<file path="src/rtl/vram_write_scheduler.sv">
// Arbitrates two pixel writers and a full-screen clear sweep onto one video RAM write port.
// Optional macro VRAM_BLANK_ONLY_EN restricts grants and clear writes to blanking cycles.
module vram_write_scheduler #(
  parameter logic [7:0] MAX_COL = 8'd159,
  parameter logic [7:0] MAX_ROW = 8'd119,
  localparam int unsigned COORD_W = 8,
  localparam int unsigned RGB_W = 3
) (
  input  logic               Clock,
  input  logic               Reset,
  input  logic               iReq0,
  input  logic [COORD_W-1:0] iRow0,
  input  logic [COORD_W-1:0] iCol0,
  input  logic [RGB_W-1:0]   iRGB0,
  output logic               oAck0,
  input  logic               iReq1,
  input  logic [COORD_W-1:0] iRow1,
  input  logic [COORD_W-1:0] iCol1,
  input  logic [RGB_W-1:0]   iRGB1,
  output logic               oAck1,
  input  logic               iClearReq,
  input  logic [RGB_W-1:0]   iClearColor,
  input  logic               iBlank,
  output logic               oWriteEnable,
  output logic [COORD_W-1:0] oWriteRow,
  output logic [COORD_W-1:0] oWriteCol,
  output logic [RGB_W-1:0]   oRGB,
  output logic               oBusy
);

  typedef struct packed {
    logic [COORD_W-1:0] row;
    logic [COORD_W-1:0] col;
    logic [RGB_W-1:0]   rgb;
  } pixel_t;

  typedef enum logic {
    IDLE  = 1'b0,
    CLEAR = 1'b1
  } state_t;

  state_t             state;
  state_t             stateNext;
  logic [COORD_W-1:0] rowCnt;
  logic [COORD_W-1:0] colCnt;
  logic [COORD_W-1:0] rowCntNext;
  logic [COORD_W-1:0] colCntNext;
  logic [RGB_W-1:0]   clearColor;
  logic [RGB_W-1:0]   clearColorNext;
  logic               lastGrant;
  logic               lastGrantNext;
  pixel_t             pixel;
  pixel_t             pixelNext;
  logic               writeEnableNext;
  logic               ack0Next;
  logic               ack1Next;
  logic               busyNext;
  logic               writeSlot;
  logic               elig0;
  logic               elig1;
  logic               grant0;
  logic               grant1;

  // Edges on which a write may be issued
`ifdef VRAM_BLANK_ONLY_EN
  assign writeSlot = iBlank;
`else
  logic unusedBlank;
  assign unusedBlank = iBlank;
  assign writeSlot   = 1'b1;
`endif

  // A requester sits out its own ack cycle so a held request is not written twice
  assign elig0  = iReq0 & ~oAck0 & writeSlot & (state == IDLE) & ~iClearReq;
  assign elig1  = iReq1 & ~oAck1 & writeSlot & (state == IDLE) & ~iClearReq;
  assign grant0 = elig0 & (~elig1 | lastGrant);
  assign grant1 = elig1 & (~elig0 | ~lastGrant);

  // State and output registers
  always_ff @(posedge Clock) begin
    if (Reset) begin
      state        <= IDLE;
      rowCnt       <= '0;
      colCnt       <= '0;
      clearColor   <= '0;
      lastGrant    <= 1'b1;
      pixel        <= '0;
      oWriteEnable <= 1'b0;
      oAck0        <= 1'b0;
      oAck1        <= 1'b0;
      oBusy        <= 1'b0;
    end else begin
      state        <= stateNext;
      rowCnt       <= rowCntNext;
      colCnt       <= colCntNext;
      clearColor   <= clearColorNext;
      lastGrant    <= lastGrantNext;
      pixel        <= pixelNext;
      oWriteEnable <= writeEnableNext;
      oAck0        <= ack0Next;
      oAck1        <= ack1Next;
      oBusy        <= busyNext;
    end
  end

  assign oWriteRow = pixel.row;
  assign oWriteCol = pixel.col;
  assign oRGB      = pixel.rgb;

  // Next-state: clear entry, raster sweep and round-robin pointer
  always_comb begin
    stateNext      = state;
    rowCntNext     = rowCnt;
    colCntNext     = colCnt;
    clearColorNext = clearColor;
    lastGrantNext  = lastGrant;
    case (state)
      IDLE: begin
        if (iClearReq) begin
          stateNext      = CLEAR;
          rowCntNext     = '0;
          colCntNext     = '0;
          clearColorNext = iClearColor;
        end else if (grant0) begin
          lastGrantNext = 1'b0;
        end else if (grant1) begin
          lastGrantNext = 1'b1;
        end
      end
      CLEAR: begin
        if (writeSlot) begin
          if (colCnt == MAX_COL) begin
            colCntNext = '0;
            if (rowCnt == MAX_ROW) begin
              stateNext  = IDLE;
              rowCntNext = '0;
            end else begin
              rowCntNext = rowCnt + COORD_W'(1);
            end
          end else begin
            colCntNext = colCnt + COORD_W'(1);
          end
        end
      end
      default: stateNext = IDLE;
    endcase
  end

  // Output decode: write port contents, acks and busy for the next cycle
  always_comb begin
    writeEnableNext = 1'b0;
    ack0Next        = 1'b0;
    ack1Next        = 1'b0;
    pixelNext       = pixel;
    busyNext        = (stateNext == CLEAR);
    case (state)
      IDLE: begin
        if (grant0) begin
          writeEnableNext = 1'b1;
          ack0Next        = 1'b1;
          pixelNext       = '{row: iRow0, col: iCol0, rgb: iRGB0};
        end else if (grant1) begin
          writeEnableNext = 1'b1;
          ack1Next        = 1'b1;
          pixelNext       = '{row: iRow1, col: iCol1, rgb: iRGB1};
        end
      end
      CLEAR: begin
        if (writeSlot) begin
          writeEnableNext = 1'b1;
          pixelNext       = '{row: rowCnt, col: colCnt, rgb: clearColor};
        end
      end
      default: begin
        writeEnableNext = 1'b0;
      end
    endcase
  end

`ifndef SYNTHESIS
  // Acks are exclusive and always accompany a write
  always_ff @(posedge Clock) begin
    if (!Reset) begin
      assert (!(oAck0 && oAck1));
      assert (!(oAck0 || oAck1) || oWriteEnable);
    end
  end
`endif

endmodule
</file>
<file path="config.mk">
export PLATFORM = sky130hd
export DESIGN_NAME = vram_write_scheduler
export DESIGN_NICKNAME = d
export VERILOG_FILES = /design/src/rtl/vram_write_scheduler.sv
export SDC_FILE = /design/constraint.sdc
export NUM_CORES = 1
export LEC_CHECK = 0
export ABC_AREA = 1
export CAP_MARGIN = 0
export CORE_MARGIN = 3
export CORE_UTILIZATION = 45
export CTS_CLUSTER_SIZE = 14
export DETAILED_ROUTE_END_ITERATION = 10
export HOLD_SLACK_MARGIN = 0.05
export PLACE_DENSITY_LB_ADDON = 0.12
export SYNTH_ARGS = -nofsm -noshare
export SYNTH_HDL_FRONTEND = slang
export SYNTH_SLANG_ARGS = --single-unit
</file>
<file path="constraint.sdc">
create_clock -name Clock -period 4.51 [get_ports Clock]
set_clock_uncertainty 0.1 [all_clocks]
set_input_delay 0.902 -clock Clock [delete_from_list [all_inputs] [get_ports Clock]]
set_output_delay 0.902 -clock Clock [all_outputs]
set_load 0.02 [all_outputs]
</file>
After elaboration in Yosys (flattened, before gate mapping):

Cells that the tools add are included.

* flip-flop bits (word level): 43
* output and inout bits: 23

* $add $sub $neg: 2
* muxes and demuxes: 19
* equal/unequal tests: 5
* bitwise logic cells: 17
* reductions and logical operators: 6

Operator list (count)
* 19-bit two-way mux: 2
* 19-bit one-hot mux with 2 select lines: 1
* 8-bit two-way mux: 4
* 8-bit one-hot mux with 2 select lines: 2
* 8-bit by 1-bit adder with 8-bit output, second input constant: 2
* 1-bit bitwise AND: 8
* 8-bit by 7-bit equality test with 1-bit output, second input constant: 1
* 8-bit equality test, second input constant: 1
* 1-bit two-way mux: 8
* 1-bit NOT: 7
* 1-bit one-hot mux with 2 select lines: 2
* 2-bit AND reduction: 2
* 3-bit != test, second input constant: 1
* 3-bit AND reduction: 1
* 3-bit OR reduction: 1
* 2-bit by 1-bit != test with 1-bit output, second input constant: 1
* 2-bit != test, second input constant: 1
* 1-bit bitwise OR: 2
* 2-bit nonzero test: 1
* 2-bit OR reduction: 1

Depth between registers and ports, before layout:

* depth after elaboration: 10
* depth in mapped cells: 9
* mapped depth without buffers: 8

Least setup slack after synthesis:

Ideal clock, no wire load.

* path kind: input-to-reg
* from: input iReq1
* to: register pixel (netlist bit oRGB[0])
* data required time: 4278 ps
* buffers on the path: 1
* setup slack: 2637 ps
* arrival: 1640 ps
* setup time: 132 ps
* stages on the path: 8
* cell sequence: inv_1 > nor2_1 > nand2_2 > nand3_1 > buf_2 > nor2_1 > nor2_1 > a21oi_1

* longest elaborated chain between the ends: 8

RTL lines
* start: declaration: line 16 `input logic iReq1,`
* 1-bit bitwise AND * (3 in series): line 75 `assign elig1 = iReq1 & ~oAck1 & writeSlot & (state == IDLE) & ~iClearReq;`
* 1-bit NOT: line 76 `assign grant0 = elig0 & (~elig1 | lastGrant);`
* 1-bit bitwise OR: line 76
* 1-bit bitwise AND: line 76
* 19-bit two-way mux: line 158 `if (grant0) begin`
* 19-bit one-hot mux with 2 select lines: line 156 `case (state)`
* end signal: assignment: line 98 `pixel <= pixelNext;`
* end: declaration: line 52 `pixel_t pixel;`

Mark *: on every way between the ends. The rest lies on a longest branch, timed or not.
A chain may end at the register's enable or synchronous reset.

Worst setup path in the final report:

* from: input iClearReq
* to: register pixel (netlist bit oWriteRow[0])

* longest elaborated chain between the ends: 7

RTL lines
* start: declaration: line 21 `input logic iClearReq,`
* 1-bit NOT (no source line) *
* 1-bit bitwise AND: line 75
* 1-bit NOT: line 76
* 1-bit bitwise OR: line 76
* 1-bit bitwise AND: line 76
* 19-bit two-way mux: line 158
* 19-bit one-hot mux with 2 select lines: line 156

Marks and branches as above.

==> impl_metrics.py <==
metrics = {
    "setup_path": {
        "critical_path.max_stage_delay_ns": 0.65,
        "critical_path.reg2reg.startpoint": "state$_SDFF_PP0_",
        "worst_ep_required_time_ns": 4.59,
        "critical-path-top-cell-by-count": "nand2_1",
        "timing.reg2reg.worst_path_depth": 7,
        "arrival_ns": 2.95,
        "cp_top_family": "simple AND/OR/NAND/NOR gates",
        "critical_path.n_buffers_inverters": 1,
        "crit_path_top_delay_cell": "nand2_1",
        "cp_max_fo": 20,
        "setup.worst_path.start_class": "primary input",
        "worstSetupEndpointType": "flop",
        "regToRegEndpoint": "oWriteRow[0]$_SDFFE_PP0P_",
        "worstSetupPathType": "primary input to flop",
        "timing.critical_path.cells": "clkdlybuf4s50_1 > nor2_8 > nand3b_2 > nand2_1 > nand2_1 > nand2_1 > a21oi_1",
        "worst-r2r-setup-slack_ns": 2.19,
    },
    "timing": {
        "achievable-frequency_ghz": 0.347,
        "timing_worst_slew_pin_value_ns": 0.812,
        "relSlewSlack": 0.457,
        "finalCriticalPeriod_ns": 2.88,
        "layout_setup_ws_ns": 1.63,
        "finalCritPeriodShare": 0.638,
        "setup-tns-final_ns": 0,
        "timing.final.setup_violations": 0,
        "rsz0062_at_grt": "no",
        "slew_viol_final": 0,
        "report.final.hold_viol_count": 0,
    },
    "placement": {
        "globalplace.congestion": 0.749,
        "place_ws_ns": 1.32,
        "buffer_ports.inserted": 68,
        "post-dp-hpwl_um": 4430,
    },
    "routing": {
        "routed_wl_um": 6030,
        "detail-route-antenna-nets": 0,
        "route.detailed.vias_per_inst": 4.78,
        "drt_first_pass_iters": 4,
        "dr_total_vias": 2551,
        "detail_route.drc_violations": 0,
        "drt-initial-drc-count": 92,
        "route.detailed.wl_per_inst_um": 11.3,
    },
    "die": {
        "dieHeight_um": 80.2,
        "die_w_um": 80.2,
        "design.die.area_um2": 6430,
        "ios": 70,
        "rows": 26,
        "design.core.area_um2": 5200,
        "start_util": 0.476,
    },
    "cts": {
        "post_cts_resized": 0,
        "clock_sink_count": 43,
        "clk-insertion-delay-late_ns": 0.29,
        "cts_post_setup_buffers_inserted": 0,
        "clk_pin_slew_ns": 0.08,
        "postCtsHoldBufs": 0,
        "cts_buffers": 5,
        "clk_path_buf_depth": 2,
        "tritoncts": "done",
        "clockRootBuffer": "clkbuf_8",
        "htree_levels": 2,
    },
    "grt": {
        "grt_first_pass_wirelength_um": 10000,
        "grt_pass1_vias": 2249,
        "grt_use_total": 0.196,
        "largest_net_degree_at_the_start_of_global_routing": 31,
        "grt_antenna_before_repair": 0,
        "sum_of_overflow_across_all_layers_after_global_routing": 0,
    },
    "hold_path": {
        "hold_path.startpoint": "colCnt[1]$_SDFFE_PP0P_",
        "worst_hold_path_type": "flop to flop",
        "hold_end": "colCnt[1]$_SDFFE_PP0P_",
        "holdPathStages": 2,
    },
    "final_layout": {
        "fin_nets": 512,
        "share_of_cells_above_drive_strength_1": 0.0366,
        "num_antenna_cells": 0,
        "areaGrowthSynthToFinish_pct": 31.5,
    },
    "synthesis": {
        "synth.net_count": 452,
        "synth.lib_cells_used.distinct": 26,
        "seq_area_frac_synth": 0.347,
        "synth.avg_cell_area_um2": 6.15,
        "synth.yosys.warnings": 0,
        "synth_top_cells_by_area": "dfxtp_1 (35%), nand2_1 (19%), inv_1 (9.2%)",
        "area_fraction_of_the_dominant_cell_type_after_synthesis": 0.347,
        "post-synth-top-area-cell": "dfxtp_1",
        "synth_cells": 403,
        "yosys_register_bits": 43,
        "syn_area_um2": 2480,
    },
    "run": {
        "timing.max_cap.violations": 0,
    },
    "outcome": {
        "result_of_the_run": "completed",
    },
    "power_and_ir_drop": {
        "power-per-cell-area_nw_per_um2": 269,
        "total_leakage_power_nw": 1.50,
        "vdd.ir_drop.worst_mv": 0.152,
    },
}
## power breakdown
| group | internal, mW | leakage, nW | total, mW | switching [mW] |
|---|---|---|---|---|
| Clock | 0.140 | 0.0515 | 0.269 | 0.129 |
| Combinational | 0.0944 | 1.10 | 0.197 | 0.102 |
| Sequential | 0.401 | 0.352 | 0.412 | 0.0118 |
## layout by cell type (no fill, tap or decap), types with 2 or more instances in the layout
cell,netlist,routed
clkbuf_8,0,7
inv_1,61,61
nor3_1,3,3
ha_1,2,2
dfxtp_1,43,43
o21ai_0,10,10
nor2_1,60,60
nand4_1,2,2
nand2_1,127,127
buf_4,0,2
a21oi_1,34,34
nand2_2,2,2
nand3b_1,20,20
nand3_1,12,12
clkdlybuf4s50_1,0,68
## synthesized netlist by cell type, drive strengths merged
library cell  instances
nand4                 2
o21ai                10
nand3b               21
nor3b                 1
nand3                12
buf                  11
a22oi                 1
nand2               130
clkbuf                6
inv                  62
ha                    2
a21oi                34
dfxtp                43
xor2                  1
or2                   1
nor3                  3
nor2                 62
o21a                  1
## sequential cells by signal, indices dropped and copies added, names as in the netlist
signal,count
state,1
oWriteRow,8
oAck0,1
oAck1,1
oWriteCol,8
rowCnt,8
lastGrant,1
clearColor,3
oWriteEnable,1
oRGB,3
colCnt,8
## final cells by class
| cell class | count | area [µm²] |
|---|---|---|
| multi-input cells | 281 | 1280 |
| repair buffers | 70 | 696 |
| flip-flops and latches | 43 | 861 |
| clock buffers | 8 | 100 |
| well taps | 70 | 87.6 |
| fillers | 505 | 1940 |
| inverters | 62 | 233 |
## cell families (layout without fill, tap and decap cells)
group	count (synthesis)	in the layout	share of synthesized area
and+or+nand+nor	232	232	0.409
buffers and inverters	79	140	0.135
AOI/OAI and AO/OA	46	46	0.0949
DFF	43	43	0.347
adders and majority gates	2	2	0.0101
xor gates and xnor gates	1	1	0.00353
## routing by layer
metal	share of wire	vias up	routed length (µm)	GRT usage
met3	0.042	10	252	0.0392
met5	0	-	0	0
met1	0.44	1137	2650	0.244
met2	0.50	54	3040	0.332
met4	0.014	0	86	0.0726
li1	-	1350	-	-
## how the worst max path moves through the flow
stage | from | endpoint | slack [ns] | cells past startpoint
floorplan | iReq1 | oRGB[0]$_SDFFE_PP0P_ | 2.64 | 8
global placement | iClearReq | oWriteRow[0]$_SDFFE_PP0P_ | 1.31 | 7
detailed placement | iClearReq | oWriteRow[0]$_SDFFE_PP0P_ | 1.32 | 7
CTS | iClearReq | oWriteRow[0]$_SDFFE_PP0P_ | 1.63 | 7
global route | iClearReq | oWriteCol[5]$_SDFFE_PP0P_ | 1.41 | 7
finish | iClearReq | oWriteRow[0]$_SDFFE_PP0P_ | 1.63 | 7
## worst register-to-register path: stages, from the launching register on
cell,delay (ns)
dfxtp_1,0.31
buf_4,0.23
nor2_8,0.22
nand3b_2,0.38
nand2_1,0.65
nand2_1,0.11
nand2_1,0.12
a21oi_1,0.08
## stage by stage
| stage | hold slack, ns | cell area [µm²] | std cells | total power [mW] | utilization |
|---|---|---|---|---|---|
| floorplan | 0.361 | 2480 | 403 | 0.529 | - |
| detailed placement | 0.388 | 3160 | 526 | 0.620 | 0.607 |
| finish | 0.401 | 3260 | 534 | 0.878 | 0.626 |
| global placement | 0.384 | 3160 | 526 | 0.617 | 0.607 |
| global route | 0.427 | 3260 | 534 | 0.925 | 0.626 |
| CTS | 0.402 | 3260 | 534 | 0.890 | 0.626 |
No activity file was read; power rests on OpenSTA's default activity.
